[src/rtl/cmp_event_ctrl_pkg.sv]
// Shared types and defaults for the compare/event controller of the counter/comparator stage.
package cmp_event_ctrl_pkg;

    typedef enum logic [1:0] {
        IDLE = 2'd0,
        LOAD = 2'd1,
        RUN  = 2'd2
    } state_e;

    localparam int CW_DEF   = 17;
    localparam int EW_DEF   = 8;
    localparam int QUAL_DEF = 2;
    localparam int QUAL_W   = $clog2(QUAL_DEF + 1);

    function automatic int qual_w(input int qual);
        return $clog2(qual + 1);
    endfunction

endpackage

[src/rtl/cmp_event_ctrl_z_qualifier.sv]
// Z glitch qualifier: needs Z low to arm, then QUAL consecutive high samples for an event.
// hit is the combinational qualified sample; evt is its registered one-cycle strobe.
module z_qualifier
    import cmp_event_ctrl_pkg::*;
#(
    parameter int QUAL = QUAL_DEF
) (
    input  logic CK,
    input  logic RST,
    input  logic en,
    input  logic clr,
    input  logic z,
    output logic hit,
    output logic evt
);

    localparam int QW = qual_w(QUAL);

    logic          armed_q, armed_d;
    logic [QW-1:0] qual_q, qual_d;
    logic          evt_q;

    always_comb begin
        hit     = en & ~clr & armed_q & z & (qual_q == QW'(QUAL - 1));
        armed_d = armed_q;
        qual_d  = qual_q;
        if (!en || clr) begin
            armed_d = 1'b0;
            qual_d  = '0;
        end else if (!z) begin
            armed_d = 1'b1;
            qual_d  = '0;
        end else if (hit) begin
            // must see Z low again before the next event can start
            armed_d = 1'b0;
            qual_d  = '0;
        end else if (armed_q) begin
            qual_d  = qual_q + 1'b1;
        end
    end

    always_ff @(posedge CK) begin
        if (RST) begin
            armed_q <= 1'b0;
            qual_q  <= '0;
            evt_q   <= 1'b0;
        end else begin
            armed_q <= armed_d;
            qual_q  <= qual_d;
            evt_q   <= hit;
        end
    end

    assign evt = evt_q;

endmodule

[src/rtl/cmp_event_ctrl.sv]
// Controller for the counter/comparator stage: loads the compare word, drives count enable,
// counts qualified Z events. Optional compare reload on each event: CMP_EVENT_CTRL_RELOAD_EN.
module cmp_event_ctrl
    import cmp_event_ctrl_pkg::*;
#(
    parameter int CW   = CW_DEF,
    parameter int QUAL = QUAL_DEF,
    parameter int EW   = EW_DEF
) (
    input  logic          CK,
    input  logic          RST,
    input  logic          START,
    input  logic          STOP,
    input  logic [CW-1:0] THRESH,
    input  logic [EW-1:0] N_EVT,
    input  logic          Z_IN,
    output logic          CNT_EN,
    output logic [CW-1:0] CMP,
    output logic          EVT,
    output logic [EW-1:0] EVT_CNT,
    output logic          BUSY,
    output logic          DONE
);

    state_e        state_q, state_d;
    logic [CW-1:0] cmp_q, cmp_d;
    logic [EW-1:0] evt_cnt_q, evt_cnt_d;
    logic          done_q, done_d;
    logic          cnt_en_q, cnt_en_d;
`ifdef CMP_EVENT_CTRL_RELOAD_EN
    logic [CW-1:0] thresh_q, thresh_d;
`endif

    logic          hit;
    logic          evt;
    logic          accept;
    logic          reach;
    logic [EW-1:0] evt_cnt_nxt;

    z_qualifier #(.QUAL(QUAL)) u_zq (
        .CK  (CK),
        .RST (RST),
        .en  (state_q == RUN),
        .clr (STOP),
        .z   (Z_IN),
        .hit (hit),
        .evt (evt)
    );

    always_comb begin
        accept      = (state_q == IDLE) && START && !STOP;
        evt_cnt_nxt = (&evt_cnt_q) ? evt_cnt_q : evt_cnt_q + 1'b1;
        reach       = hit && (N_EVT != '0) && (evt_cnt_nxt == N_EVT);
    end

    always_ff @(posedge CK) begin
        if (RST) begin
            state_q <= IDLE;
        end else begin
            state_q <= state_d;
        end
    end

    always_comb begin
        state_d = state_q;
        case (state_q)
            IDLE:    if (accept) state_d = LOAD;
            LOAD:    state_d = STOP ? IDLE : RUN;
            RUN:     if (STOP || reach) state_d = IDLE;
            default: state_d = IDLE;
        endcase
    end

    always_comb begin
        cmp_d     = cmp_q;
        evt_cnt_d = evt_cnt_q;
        done_d    = 1'b0;
        cnt_en_d  = (state_d == RUN);
`ifdef CMP_EVENT_CTRL_RELOAD_EN
        thresh_d  = thresh_q;
`endif
        if (accept) begin
            cmp_d     = THRESH;
            evt_cnt_d = '0;
`ifdef CMP_EVENT_CTRL_RELOAD_EN
            thresh_d  = THRESH;
`endif
        end
        // hit is already suppressed by STOP and outside RUN
        if (hit) begin
            evt_cnt_d = evt_cnt_nxt;
            done_d    = reach;
`ifdef CMP_EVENT_CTRL_RELOAD_EN
            cmp_d     = cmp_q + thresh_q;
`endif
        end
    end

    always_ff @(posedge CK) begin
        if (RST) begin
            cmp_q     <= '0;
            evt_cnt_q <= '0;
            done_q    <= 1'b0;
            cnt_en_q  <= 1'b0;
`ifdef CMP_EVENT_CTRL_RELOAD_EN
            thresh_q  <= '0;
`endif
        end else begin
            cmp_q     <= cmp_d;
            evt_cnt_q <= evt_cnt_d;
            done_q    <= done_d;
            cnt_en_q  <= cnt_en_d;
`ifdef CMP_EVENT_CTRL_RELOAD_EN
            thresh_q  <= thresh_d;
`endif
        end
    end

    assign CNT_EN  = cnt_en_q;
    assign CMP     = cmp_q;
    assign EVT     = evt;
    assign EVT_CNT = evt_cnt_q;
    assign BUSY    = (state_q != IDLE);
    assign DONE    = done_q;

endmodule

[config.mk]
export PLATFORM = sky130hd
export DESIGN_NAME = cmp_event_ctrl
export DESIGN_NICKNAME = d
export VERILOG_FILES = /design/src/rtl/cmp_event_ctrl_pkg.sv /design/src/rtl/cmp_event_ctrl_z_qualifier.sv /design/src/rtl/cmp_event_ctrl.sv
export SDC_FILE = /design/constraint.sdc
export NUM_CORES = 1
export LEC_CHECK = 0
export CORE_ASPECT_RATIO = 1.5
export CORE_MARGIN = 2
export CORE_UTILIZATION = 45
export CTS_BUF_LIST = sky130_fd_sc_hd__clkbuf_8
export DETAILED_ROUTE_END_ITERATION = 8
export PLACE_DENSITY_LB_ADDON = 0.3
export SLEW_MARGIN = 20
export SYNTH_ARGS = -nofsm -noshare
export SYNTH_HDL_FRONTEND = slang
export SYNTH_HIERARCHICAL = 1
export SYNTH_SLANG_ARGS = --single-unit
[constraint.sdc]
create_clock -name CK -period 6 [get_ports CK]
set_input_delay 0.9 -clock CK [delete_from_list [all_inputs] [get_ports CK]]
set_output_delay 0.9 -clock CK [all_outputs]
set_load 0.005 [all_outputs]
# Yosys cells after proc, flatten, opt, wreduce, memory -nomap -nowiden
# Index checks and enable logic that the tools add are counted.
dict set report word_totals {
  regBits 33
  inputBits 30
  elab_cells 48
  out_inout_bits 29
}
dict set report classes {
  bitwise 7
  muxes 9
  eq_ne 6
  n_addsub 2
  reduce_logical 16
}
# op count
set ops {}
lappend ops {{8-bit 2-to-1 mux} 3}
lappend ops {{8-bit by 1-bit adder with 8-bit output, second input constant} 1}
lappend ops {{8-bit equality test} 1}
lappend ops {{8-bit AND reduction} 1}
lappend ops {{8-bit nonzero test} 1}
lappend ops {{2-bit 2-to-1 mux} 3}
lappend ops {{2-bit one-hot mux with 3 select lines} 1}
lappend ops {{1-bit bitwise AND} 4}
lappend ops {{2-bit by 1-bit equality test with 1-bit output, second input constant} 2}
lappend ops {{2-bit equality test, second input constant} 2}
lappend ops {{1-bit logical AND} 4}
lappend ops {{2-bit nonzero test} 2}
lappend ops {{2-bit OR reduction} 2}
lappend ops {{4-bit OR reduction} 1}
lappend ops {{1-bit NOT} 3}
lappend ops {{2-bit by 1-bit adder with 2-bit output, second input constant} 1}
lappend ops {{1-bit zero test} 2}
lappend ops {{2-bit zero test} 1}
lappend ops {{1-bit logical OR} 2}
lappend ops {{1-bit 2-to-1 mux} 2}
lappend ops {{2-bit by 1-bit inequality test with 1-bit output, second input constant} 1}

# Depth between registers and ports, before layout
# Gate-level depths: netlist of run 1.
dict set report logic_depth {
  word_depth 11
  mapped_depth 9
  depth_no_buf 9
}

# Hierarchy
# The synthesis of run 1 kept the hierarchy.
# module cells_each area_per_inst_um2 instances seq_area_each_um2
set modules_own_cells {}
lappend modules_own_cells {cmp_event_ctrl 188 1521.5 1 580.6}
lappend modules_own_cells {z_qualifier 17 182.7 1 80.1}

# Worst setup path before layout of run 1
# No wires, ideal clock.
dict set report synth_path {
  path_type {in2reg}
  from {in Z_IN}
  to {reg cnt_en_q (netlist: CNT_EN)}
  required_ns 5.860
  path_slack_ns 3.519
  path_stages 7
  setup_time_ns 0.140
  arrival_time_ns 2.341
  path_buffers 0
  cell_sequence {nand3_1 nor3b_1 inv_1 a221oi_1 o2111ai_2 nor4b_4 a41oi_1}
}
dict set report synth_between {
  elab_chain_cells 8
}
# element line
set synth_lines {}
lappend synth_lines {{start: declaration} cmp_event_ctrl.sv:16} ;# input logic Z_IN,
lappend synth_lines {{1-bit bitwise AND (2 in series)} cmp_event_ctrl_z_qualifier.sv:24} ;# hit = en & ~clr & armed_q & z & (qual_q == QW'(QUAL - 1));
lappend synth_lines {{net hit} cmp_event_ctrl.sv:34} ;# logic hit;
lappend synth_lines {{1-bit logical AND (2 in series)} cmp_event_ctrl.sv:53} ;# reach = hit && (N_EVT != '0) && (evt_cnt_nxt == N_EVT);
lappend synth_lines {{1-bit logical OR} cmp_event_ctrl.sv:69} ;# RUN: if (STOP || reach) state_d = IDLE;
lappend synth_lines {{2-bit 2-to-1 mux} cmp_event_ctrl.sv:69}
lappend synth_lines {{2-bit one-hot mux with 3 select lines} cmp_event_ctrl.sv:66} ;# case (state_q)
lappend synth_lines {{2-bit equality test} cmp_event_ctrl.sv:78} ;# cnt_en_d = (state_d == RUN);
lappend synth_lines {{end signal: assignment} cmp_event_ctrl.sv:112} ;# cnt_en_q <= cnt_en_d;
lappend synth_lines {{end: declaration} cmp_event_ctrl.sv:29} ;# logic cnt_en_q, cnt_en_d;
# The timed path passes the listed nets, and every way through them passes these cells.
# A chain may end at the register's enable or synchronous reset.

# Final worst setup path of run 1
# Same ends and word-level chain as after synthesis.

==> results of run 1 <==
[per-layer routing]
layer  vias to the layer above  wire [µm]  global-route usage, %
li1                        841          -                      -
met1                       754       1720                   25.0
met2                        55       2080                   35.4
met3                         9        253                   6.18
met4                         0         96                   12.3
met5                         -          0                      0
[kinds of logic (layout without fill, tap and decap cells)]
logic type,after synthesis,in the layout,synth area share [%]
AO/OA/AOI/OAI,50,50,20.5
buffers and inverters,18,72,5.07
XOR/XNOR,9,9,4.63
flip-flops,33,33,38.8
AND/OR/NAND/NOR,93,93,29.6
adder cells (fa/ha/maj),2,2,1.47
[path summary, 6_finish.rpt]
kind,cells past startpoint,slack (ns),from,end
worst max-delay path,9,3.14,Z_IN,CNT_EN
worst min-delay path,2,0.45,CMP[15],CMP[15]
worst max register to register,6,3.49,EVT_CNT[0],CNT_EN
worst min register to register,2,0.45,CMP[15],CMP[15]
[metrics by stage]
stage | area [µm²] | power (mW) | instances
finish | 2360 | 0.440 | 302
floorplan | 1700 | 0.255 | 205
CTS | 2360 | 0.447 | 302
global placement | 2280 | 0.292 | 294
detailed placement | 2280 | 0.292 | 294
global route | 2360 | 0.461 | 302
[area by class of cell]
type / instances / area (µm²) / share of cell area, %
Multi-Input combinational cell: 154 / 957 / 40.6
Clock inverter: 3 / 11.3 / 0.477
Tap cell: 43 / 53.8 / 2.28
Clock buffer: 5 / 68.8 / 2.92
Sequential cell: 33 / 661 / 28.0
Inverter: 5 / 18.8 / 0.796
Timing Repair Buffer: 59 / 588 / 24.9
[power by group through the flow]
| stage | clock, mW | combinational (mW) | sequential, mW |
|---|---|---|---|
| detailed placement | 0 | 0.0591 | 0.233 |
| finish | 0.153 | 0.0589 | 0.228 |
| CTS | 0.159 | 0.0596 | 0.228 |
| floorplan | 0 | 0.0216 | 0.233 |
| global route | 0.167 | 0.0651 | 0.229 |
| global placement | 0 | 0.0590 | 0.233 |
[synth_stat cells, drive strengths merged (2+ instances only)]
cell type  number  area, µm²
and3            2       12.5
a2111oi         2       42.5
clkbuf          4       15.0
xnor2           4       35.0
a21oi          25        125
nand3           7       40.0
a31oi           3       18.8
nor2b           3       18.8
o21ai           5       28.8
nor3            6       30.0
xor2            5       43.8
nand2          40        150
nand4           4       31.3
nor4            4       31.3
nor3b           2       20.0
buf             9       52.6
a311oi          2       17.5
and4            2       17.5
o211ai          5       37.5
ha              2       25.0
nor2           11       41.3
inv             5       18.8
or3b            2       20.0
dfxtp          33        661
nand2b          2       12.5
nor4b           2       32.5
a41oi           2       17.5
or4             2       15.0
[state kept, by name, indices dropped and copies added, names as in the netlist]
| register | count |
|---|---|
| CMP | 17 |
| EVT_CNT | 8 |
| state_q | 2 |
| u_zq/qual_q | 2 |
| CNT_EN | 1 |
| DONE | 1 |
| u_zq/armed_q | 1 |
| u_zq/evt | 1 |
[worst max-delay path, cell delays in order]
cell and delay (ns):
clkdlybuf4s50_1 0.49, nand3_1 0.12, nor3b_1 0.23, buf_4 0.22
inv_1 0.09, a221oi_1 0.25, o2111ai_2 0.22, nor4b_4 0.34
a41oi_1 0.15
==> results.md, run 1 <==
* TritonCTS clock tree: done
* Final WS setup at 3.14 ns
* Crit path launch type: primary input
* CTS Buf Count at 5
* # fillers at 323
* Area grow syn2layout at 38.4%
* Clock sink count at 33
* Relative slew slack at 35.6%
* Post-synthesis cell count at 205
* Worst-path maximum fanout at 14
* Slew Limit Fails at 0
* Internal power at 0.337 mW
* Fraction of layout cells with a size suffix above 1 at 6.56%
* Actual slew at the worst max-slew pin at 0.962 ns
* Global-route wire length before repair at 7050 µm
* ANT cells at 0
* Syn Area/Cell at 8.31 µm²
* Gr ovfl total at 0
* Post-Route WL at 4150 µm
* Number of antenna violations at the first check in global routing at 0
* DIE HEIGHT at 79.4 µm
* Critical Path RT at 6.15 ns
* Final Hold Vio Count at 0
* Comb pwr share at 13.4%
* Initial Util at 46.7%
* Post-synth ARST share at 0%
* DP HPWL at 3000 µm
* RSZ-0062 raised after global routing: false
* RePlAce Congestion at 0.842
* Outcome: completed
* Htree depth at 2
* PortBufs at 58
* Hold Path Class: reg2reg
* Max Root-Sink Buffers at 2
* Clock power share at 34.8%
* Commonest non-fill, non-tap cell in the layout: clkdlybuf4s50_1
* CP Class: in2reg
* Top FF cell, synth: dfxtp_1
* Initial drt markers at 22
* IO Pins at 59
* Largest net degree at the start of global routing at 27
* Post-Syn Area at 1700 µm²
* Max Clk Rate at 349 MHz
* Worst-skew pair later-pin latency at 0.28 ns
* Post-CTS setup buffers at 0
* Commonest non-fill, non-tap cells in the layout: 58 x clkdlybuf4s50_1, 40 x nand2_1, 33 x dfxtp_1, 25 x a21oi_1, 11 x nor2_1
* Die ar. at 4310 µm²
* Final Cycle Share at 47.7%
* P_sw at 0.103 mW
* Seq/Total Area, Yosys at 38.8%
* Sequential Power Share at 51.8%
* Worst EP arrival at 3.01 ns
* Distinct cells, synth at 48
* CP endpoint kind: flop
* Final setup fails at 0
* VDD IR-drop max at 0.172 mV
* Hold_ws at 0.452 ns
* Vias at 1659
* Clk_skew at 0.00439 ns
* Gr usage total at 21.9%
* Vias in the first global route at 1650
* Pre-CTS setup slack at 2.87 ns
* Net Sw Frac at 23.4%
* Die extent in x at 54.2 µm
* CTS resizes at 0
* Net Count, Synth at 237
* DRC violations left at 0
* Final Core Density at 64.6%
* Via-per-instance ratio at 5.49
* Number of nets still failing antenna checks after routing at 0
* Number of max-cap violations at 0
* Pwr per Cell Area at 187 nW/µm²
* Detailed Routing Iterations Pass 1 at 4
* Synthesis Warnings at 6
* # hold bufs at CTS at 0
* Final net count at 290
* FF+latch count, synth at 33
* Leak at 0.803 nW
* Setup TNS at 0 ns
* Number of synthesized flops with an enable pin at 0
* CORE AREA at 3650 µm²
* CTS root buffer: clkbuf_8
* DR WL/cell at 13.7 µm
* Reg clk slew, reported paths at 0.07 ns
* Tmin final at 2.86 ns
* Row count at 27
Note: power is estimated with default switching activity, not from simulation.
==> inputs of run 2 (changes only) <==
CORE_UTILIZATION = 42   (was 45)
clock period = 2.5 ns   (was 6 ns; I/O delays follow)
==> run 2 against run 1 <==
  * Register-to-register slack lost 3.1 ns
  * Clock-buffer cell count up 2
  * Largest power group unchanged
  * Wire length increased by 5.3%
  * Global-route usage decreased by 2.1 points
  * Clock power increased to 2.9 times the previous value
  * First-iteration DRC count is 45% higher
  * Worst hold slack gained 0.0015 ns
  * Combinational power rose by 150%
  * Die area increased by 6.7%
  * Sequential cell count is the same
  * Clock skew about the same
==> results.md, run 2 (synthesized netlist as in run 1, its figures left out) <==
* Final Cycle Share at 85.8%
* Final Hold Vio Count at 0
* Worst-path maximum fanout at 3
* Leak at 0.856 nW
* Design area at 2460 µm²
* R2r setup slk at 0.36 ns
* Crit path launch type: primary input
* Worst-path cell chain: clkdlybuf4s50_1 -> nand3_1 -> nor3b_1 -> inv_1 -> a221oi_1 -> o2111ai_2 -> nor4b_4 -> a41oi_1
* Actual slew at the worst max-slew pin at 0.481 ns
* Detailed Routing Iterations Pass 1 at 4
* VDD IR-drop max at 0.352 mV
* CP Class: in2reg
* RePlAce Congestion at 0.876
* ANT cells at 0
* RSZ-0062 raised after global routing: false
* # fillers at 367
* Worst-skew pair later-pin latency at 0.29 ns
* CTS Buf Count at 5
* Htree depth at 2
* Outcome: completed
* Max Clk Rate at 466 MHz
* Vias at 1736
* IO Pins at 59
* FF-to-FF End: state_q[1]
* Die extent in x at 56.0 µm
* Worst EP arrival at 2.30 ns
* Initial drt markers at 32
* CORE AREA at 3920 µm²
* Final Core Density at 62.6%
* Total chip power at 1.14 mW
* CTS resizes at 0
* DP HPWL at 3300 µm
* Initial Util at 43.4%
* Via-per-instance ratio at 5.53
* Clock sink count at 33
* Commonest non-fill, non-tap cells in the layout: 58 x clkdlybuf4s50_1, 40 x nand2_1, 33 x dfxtp_1, 25 x a21oi_1
* Area grow syn2layout at 44.2%
* Hold_ws at 0.453 ns
* Setup TNS at 0 ns
* Gr ovfl total at 0
* Die ar. at 4590 µm²
* DIE HEIGHT at 82.0 µm
* DRC violations left at 0
* Max Root-Sink Buffers at 2
* Vias in the first global route at 1722
* CTS root buffer: clkbuf_8
* Fraction of layout cells with a size suffix above 1 at 11.2%
* Number of nets still failing antenna checks after routing at 0
* Number of antenna violations at the first check in global routing at 0
* Clk_skew at 0.00438 ns
* Global-route wire length before repair at 7180 µm
* CP endpoint kind: flop
* Slowest stage delay, CP at 0.49 ns
* Min-delay src: CMP[12]
* Slew Limit Fails at 0
* Number of max-cap violations at 0
* R2R depth at 6
* TritonCTS clock tree: done
* Post-Route WL at 4370 µm
* Row count at 28
* Final setup fails at 0
* DR WL/cell at 13.9 µm
* Slowest stage cell, crit path: clkdlybuf4s50_1
* Max FFs per register at 17
* Largest net degree at the start of global routing at 26
* Final net count at 300
* Area after DPL at 2360 µm²
* Setup crit end: state_q[1]
* Commonest non-fill, non-tap cell in the layout: clkdlybuf4s50_1
* Pwr per Cell Area at 463 nW/µm²
* Reg clk slew, reported paths at 0.07 ns
* Relative slew slack at 67.8%
* Worst r2r src: EVT_CNT[1]
* # hold bufs at CTS at 0
* Post-CTS setup buffers at 0
* Gr usage total at 19.9%
* PortBufs at 58
* Crit path from: Z_IN
* Hold Path Class: reg2reg
* Critical Path RT at 2.65 ns
* Tmin final at 2.14 ns
-- run 2: critical path, delay by kind of cell --
kind | cells | cell delay [ns]
buffers and inverters | 2 | 0.60
AO/OA/AOI/OAI | 3 | 0.62
AND/OR/NAND/NOR | 3 | 0.69
-- run 2: worst min path at each step --
| stage | to | slack (ns) | cells after the start |
|---|---|---|---|
| 4_1_cts | CMP[5] | 0.46 | 2 |
| 2_1_floorplan | EVT_CNT[0] | 0.45 | 1 |
| 6_report | CMP[12] | 0.45 | 2 |
| 5_1_grt | CMP[3] | 0.47 | 2 |
| 3_3_place_gp | CMP[7] | 0.44 | 2 |
| 3_5_place_dp | CMP[12] | 0.45 | 2 |
-- run 2: cell type report --
| class | count | area [µm²] | share of cell area, % |
|---|---|---|---|
| multi-input cells | 154 | 957 | 39.0 |
| repair buffers | 69 | 663 | 27.0 |
| flip-flops and latches | 33 | 661 | 26.9 |
| clock buffers | 7 | 96.3 | 3.92 |
| well taps | 45 | 56.3 | 2.29 |
| inverters | 5 | 18.8 | 0.764 |
| clock inverters | 1 | 5.00 | 0.204 |
-- run 2: per-layer routing --
layer / wire length, µm / share of wire, % / vias to the layer above / GRT usage [%]
li1: - / - / 861 / -
met1: 1720 / 39 / 809 / 19.8
met2: 2250 / 52 / 53 / 35.8
met3: 261 / 6.0 / 13 / 6.14
met4: 137 / 3.1 / 0 / 12.6
met5: 0 / 0 / - / 0
-- run 2: per-stage QoR --
step	setup slack [ns]	instances
after floorplan	0.405	205
after global placement	0.100	306
after detailed placement	0.0337	306
after CTS	0.339	314
after global routing	0.139	314
final	0.355	314
-- run 2: where the power goes --
part | total [mW] | internal [mW] | switching (mW)
Combinational | 0.147 | 0.0879 | 0.0589
Clock | 0.443 | 0.249 | 0.194
Sequential | 0.547 | 0.540 | 0.00725
==> inputs of run 3 (changes only) <==
CELL_PAD_IN_SITES_DETAIL_PLACEMENT = 1   (was unset)
CELL_PAD_IN_SITES_GLOBAL_PLACEMENT = 1   (was unset)
CORE_UTILIZATION = 30   (was 42)
==> run 3 against run 2 <==
  * Clock-buffer cell count decreased by 2
  * Clock power decreased by 12%
  * Clock skew increased by 0.0044 ns
  * Critical path depth unchanged
  * Total power decreased by 4.2%
  * Global-route usage decreased by 2.6 points
  * Register-to-register slack got worse by 0.02 ns
  * Wire length increased by 16%
  * Fmax decreased by 2.7%
==> results.md, run 3 (synthesized netlist as in run 1, its figures left out) <==
* RSZ-0062 raised after global routing: false
* CORE AREA at 5490 µm²
* Area grow syn2layout at 46.5%
* Worst-skew pair later-pin latency at 0.28 ns
* Initial Util at 31.0%
* Worst EP arrival at 2.35 ns
* Crit path from: Z_IN
* Final Core Density at 45.5%
* Critical Path RT at 2.64 ns
* PortBufs at 58
* Worst-path maximum fanout at 3
* Max FFs per register at 17
* Clk_skew at 0.00879 ns
* Row count at 33
* Max Root-Sink Buffers at 2
* Actual slew at the worst max-slew pin at 0.413 ns
* Largest net degree at the start of global routing at 26
* Reg clk slew, reported paths at 0.07 ns
* CTS resizes at 0
* Relative slew slack at 72.5%
* Outcome: completed
* Setup TNS at 0 ns
* Met1 WL at 1880 µm
* Die extent in x at 65.5 µm
* DR WL/cell at 14.8 µm
* Design area at 2500 µm²
* Number of antenna violations at the first check in global routing at 0
* Detailed Routing Iterations Pass 1 at 4
* Met2 WL at 2860 µm
* RePlAce Congestion at 0.801
* Worst r2r src: u_zq/qual_q[0]
* Gr ovfl total at 0
* Number of nets still failing antenna checks after routing at 0
* R2r setup slk at 0.34 ns
* Slew Limit Fails at 0
* Commonest non-fill, non-tap cells in the layout: 58 x clkdlybuf4s50_1, 40 x nand2_1, 33 x dfxtp_1, 25 x a21oi_1, 14 x buf_4
* Final setup fails at 0
* Hold Path Class: reg2reg
* Area after DPL at 2410 µm²
* Htree depth at 2
* Commonest non-fill, non-tap cell in the layout: clkdlybuf4s50_1
* VDD IR-drop max at 0.338 mV
* Via-per-instance ratio at 5.04
* Final net count at 303
* Crit path launch type: primary input
* Initial drt markers at 40
* CTS Buf Count at 5
* CP endpoint kind: flop
* Met3 wire len at 272 µm
* Setup crit end: state_q[1]
* Non-Filler Instances at 342
* TritonCTS clock tree: done
* Global-route wire length before repair at 8340 µm
* Placed cells at 334
* Fraction of layout cells with a size suffix above 1 at 12.1%
* Hold_ws at 0.456 ns
* Post-CTS setup buffers at 0
* Number of max-cap violations at 0
* # hold bufs at CTS at 0
* Vias in the first global route at 1789
* Post-Route WL at 5070 µm
* Final Hold Vio Count at 0
* Pwr per Cell Area at 436 nW/µm²
* Leak at 0.862 nW
* Max Clk Rate at 454 MHz
* Clock sink count at 33
* CTS root buffer: clkbuf_8
* Die ar. at 6310 µm²
* ANT cells at 0
* DR top layer: met4
* DIE HEIGHT at 96.3 µm
* Final Cycle Share at 88.2%
* Tmin final at 2.21 ns
* R2R depth at 8
* Vias at 1722
* DP HPWL at 3990 µm
* Gr usage total at 17.3%
* IO Pins at 59
* FF-to-FF End: state_q[1]
* DRC violations left at 0
* CP Class: in2reg
run 3: changes by cell type in the layout (fill, tap and decap cells not counted):
cell / delta
clkinv_2: +1
clkinvlp_4: +1
clkbuf_8: -2
buf_4: +3
run 3: how the worst min path moves through the flow:
| stage | from | to | slack (ns) | cells after the start |
|---|---|---|---|---|
| 2_1_floorplan | RST | EVT_CNT[0] | 0.45 | 1 |
| 3_3_place_gp | CMP[3] | CMP[3] | 0.44 | 2 |
| 3_5_place_dp | CMP[4] | CMP[4] | 0.45 | 2 |
| 4_1_cts | CMP[2] | CMP[2] | 0.46 | 2 |
| 5_1_grt | CMP[12] | CMP[12] | 0.48 | 2 |
| 6_report | CMP[9] | CMP[9] | 0.46 | 2 |
run 3: area by class of cell:
class                      count  area [µm²]
tap                           70        87.6
fill                         669        3000
multi-input combinational    154         957
inverter                       5        18.8
sequential                    33         661
clock buffer                   5        68.8
clock inverter                 3        17.5
timing repair buffer          72         686
run 3: routing by layer:
metal / vias up / global-route usage [%]
met1: 812 / 16.8
li1: 863 / -
met3: 4 / 4.56
met5: - / 0
met2: 43 / 34.9
met4: 0 / 4.69
run 3: power by group:
| part | total, mW | internal [mW] | switching, mW |
|---|---|---|---|
| Clock | 0.392 | 0.192 | 0.200 |
| Combinational | 0.150 | 0.0880 | 0.0622 |
| Sequential | 0.547 | 0.540 | 0.00731 |
| Total | 1.09 | 0.820 | 0.269 |
run 3: worst max-delay path, stage by stage:
cell and delay [ns]:
clkdlybuf4s50_1 0.49, nand3_1 0.11, nor3b_1 0.30, inv_1 0.12
a221oi_1 0.27, o2111ai_2 0.20, nor4b_4 0.33, a41oi_1 0.15
run 3: metrics by stage:
stage               worst slack, ns  power, mW
floorplan                     0.405      0.612
global placement             0.0816      0.709
detailed placement           0.0175      0.711
CTS                           0.292       1.11
global route                 0.0625       1.15
finish                        0.295       1.09
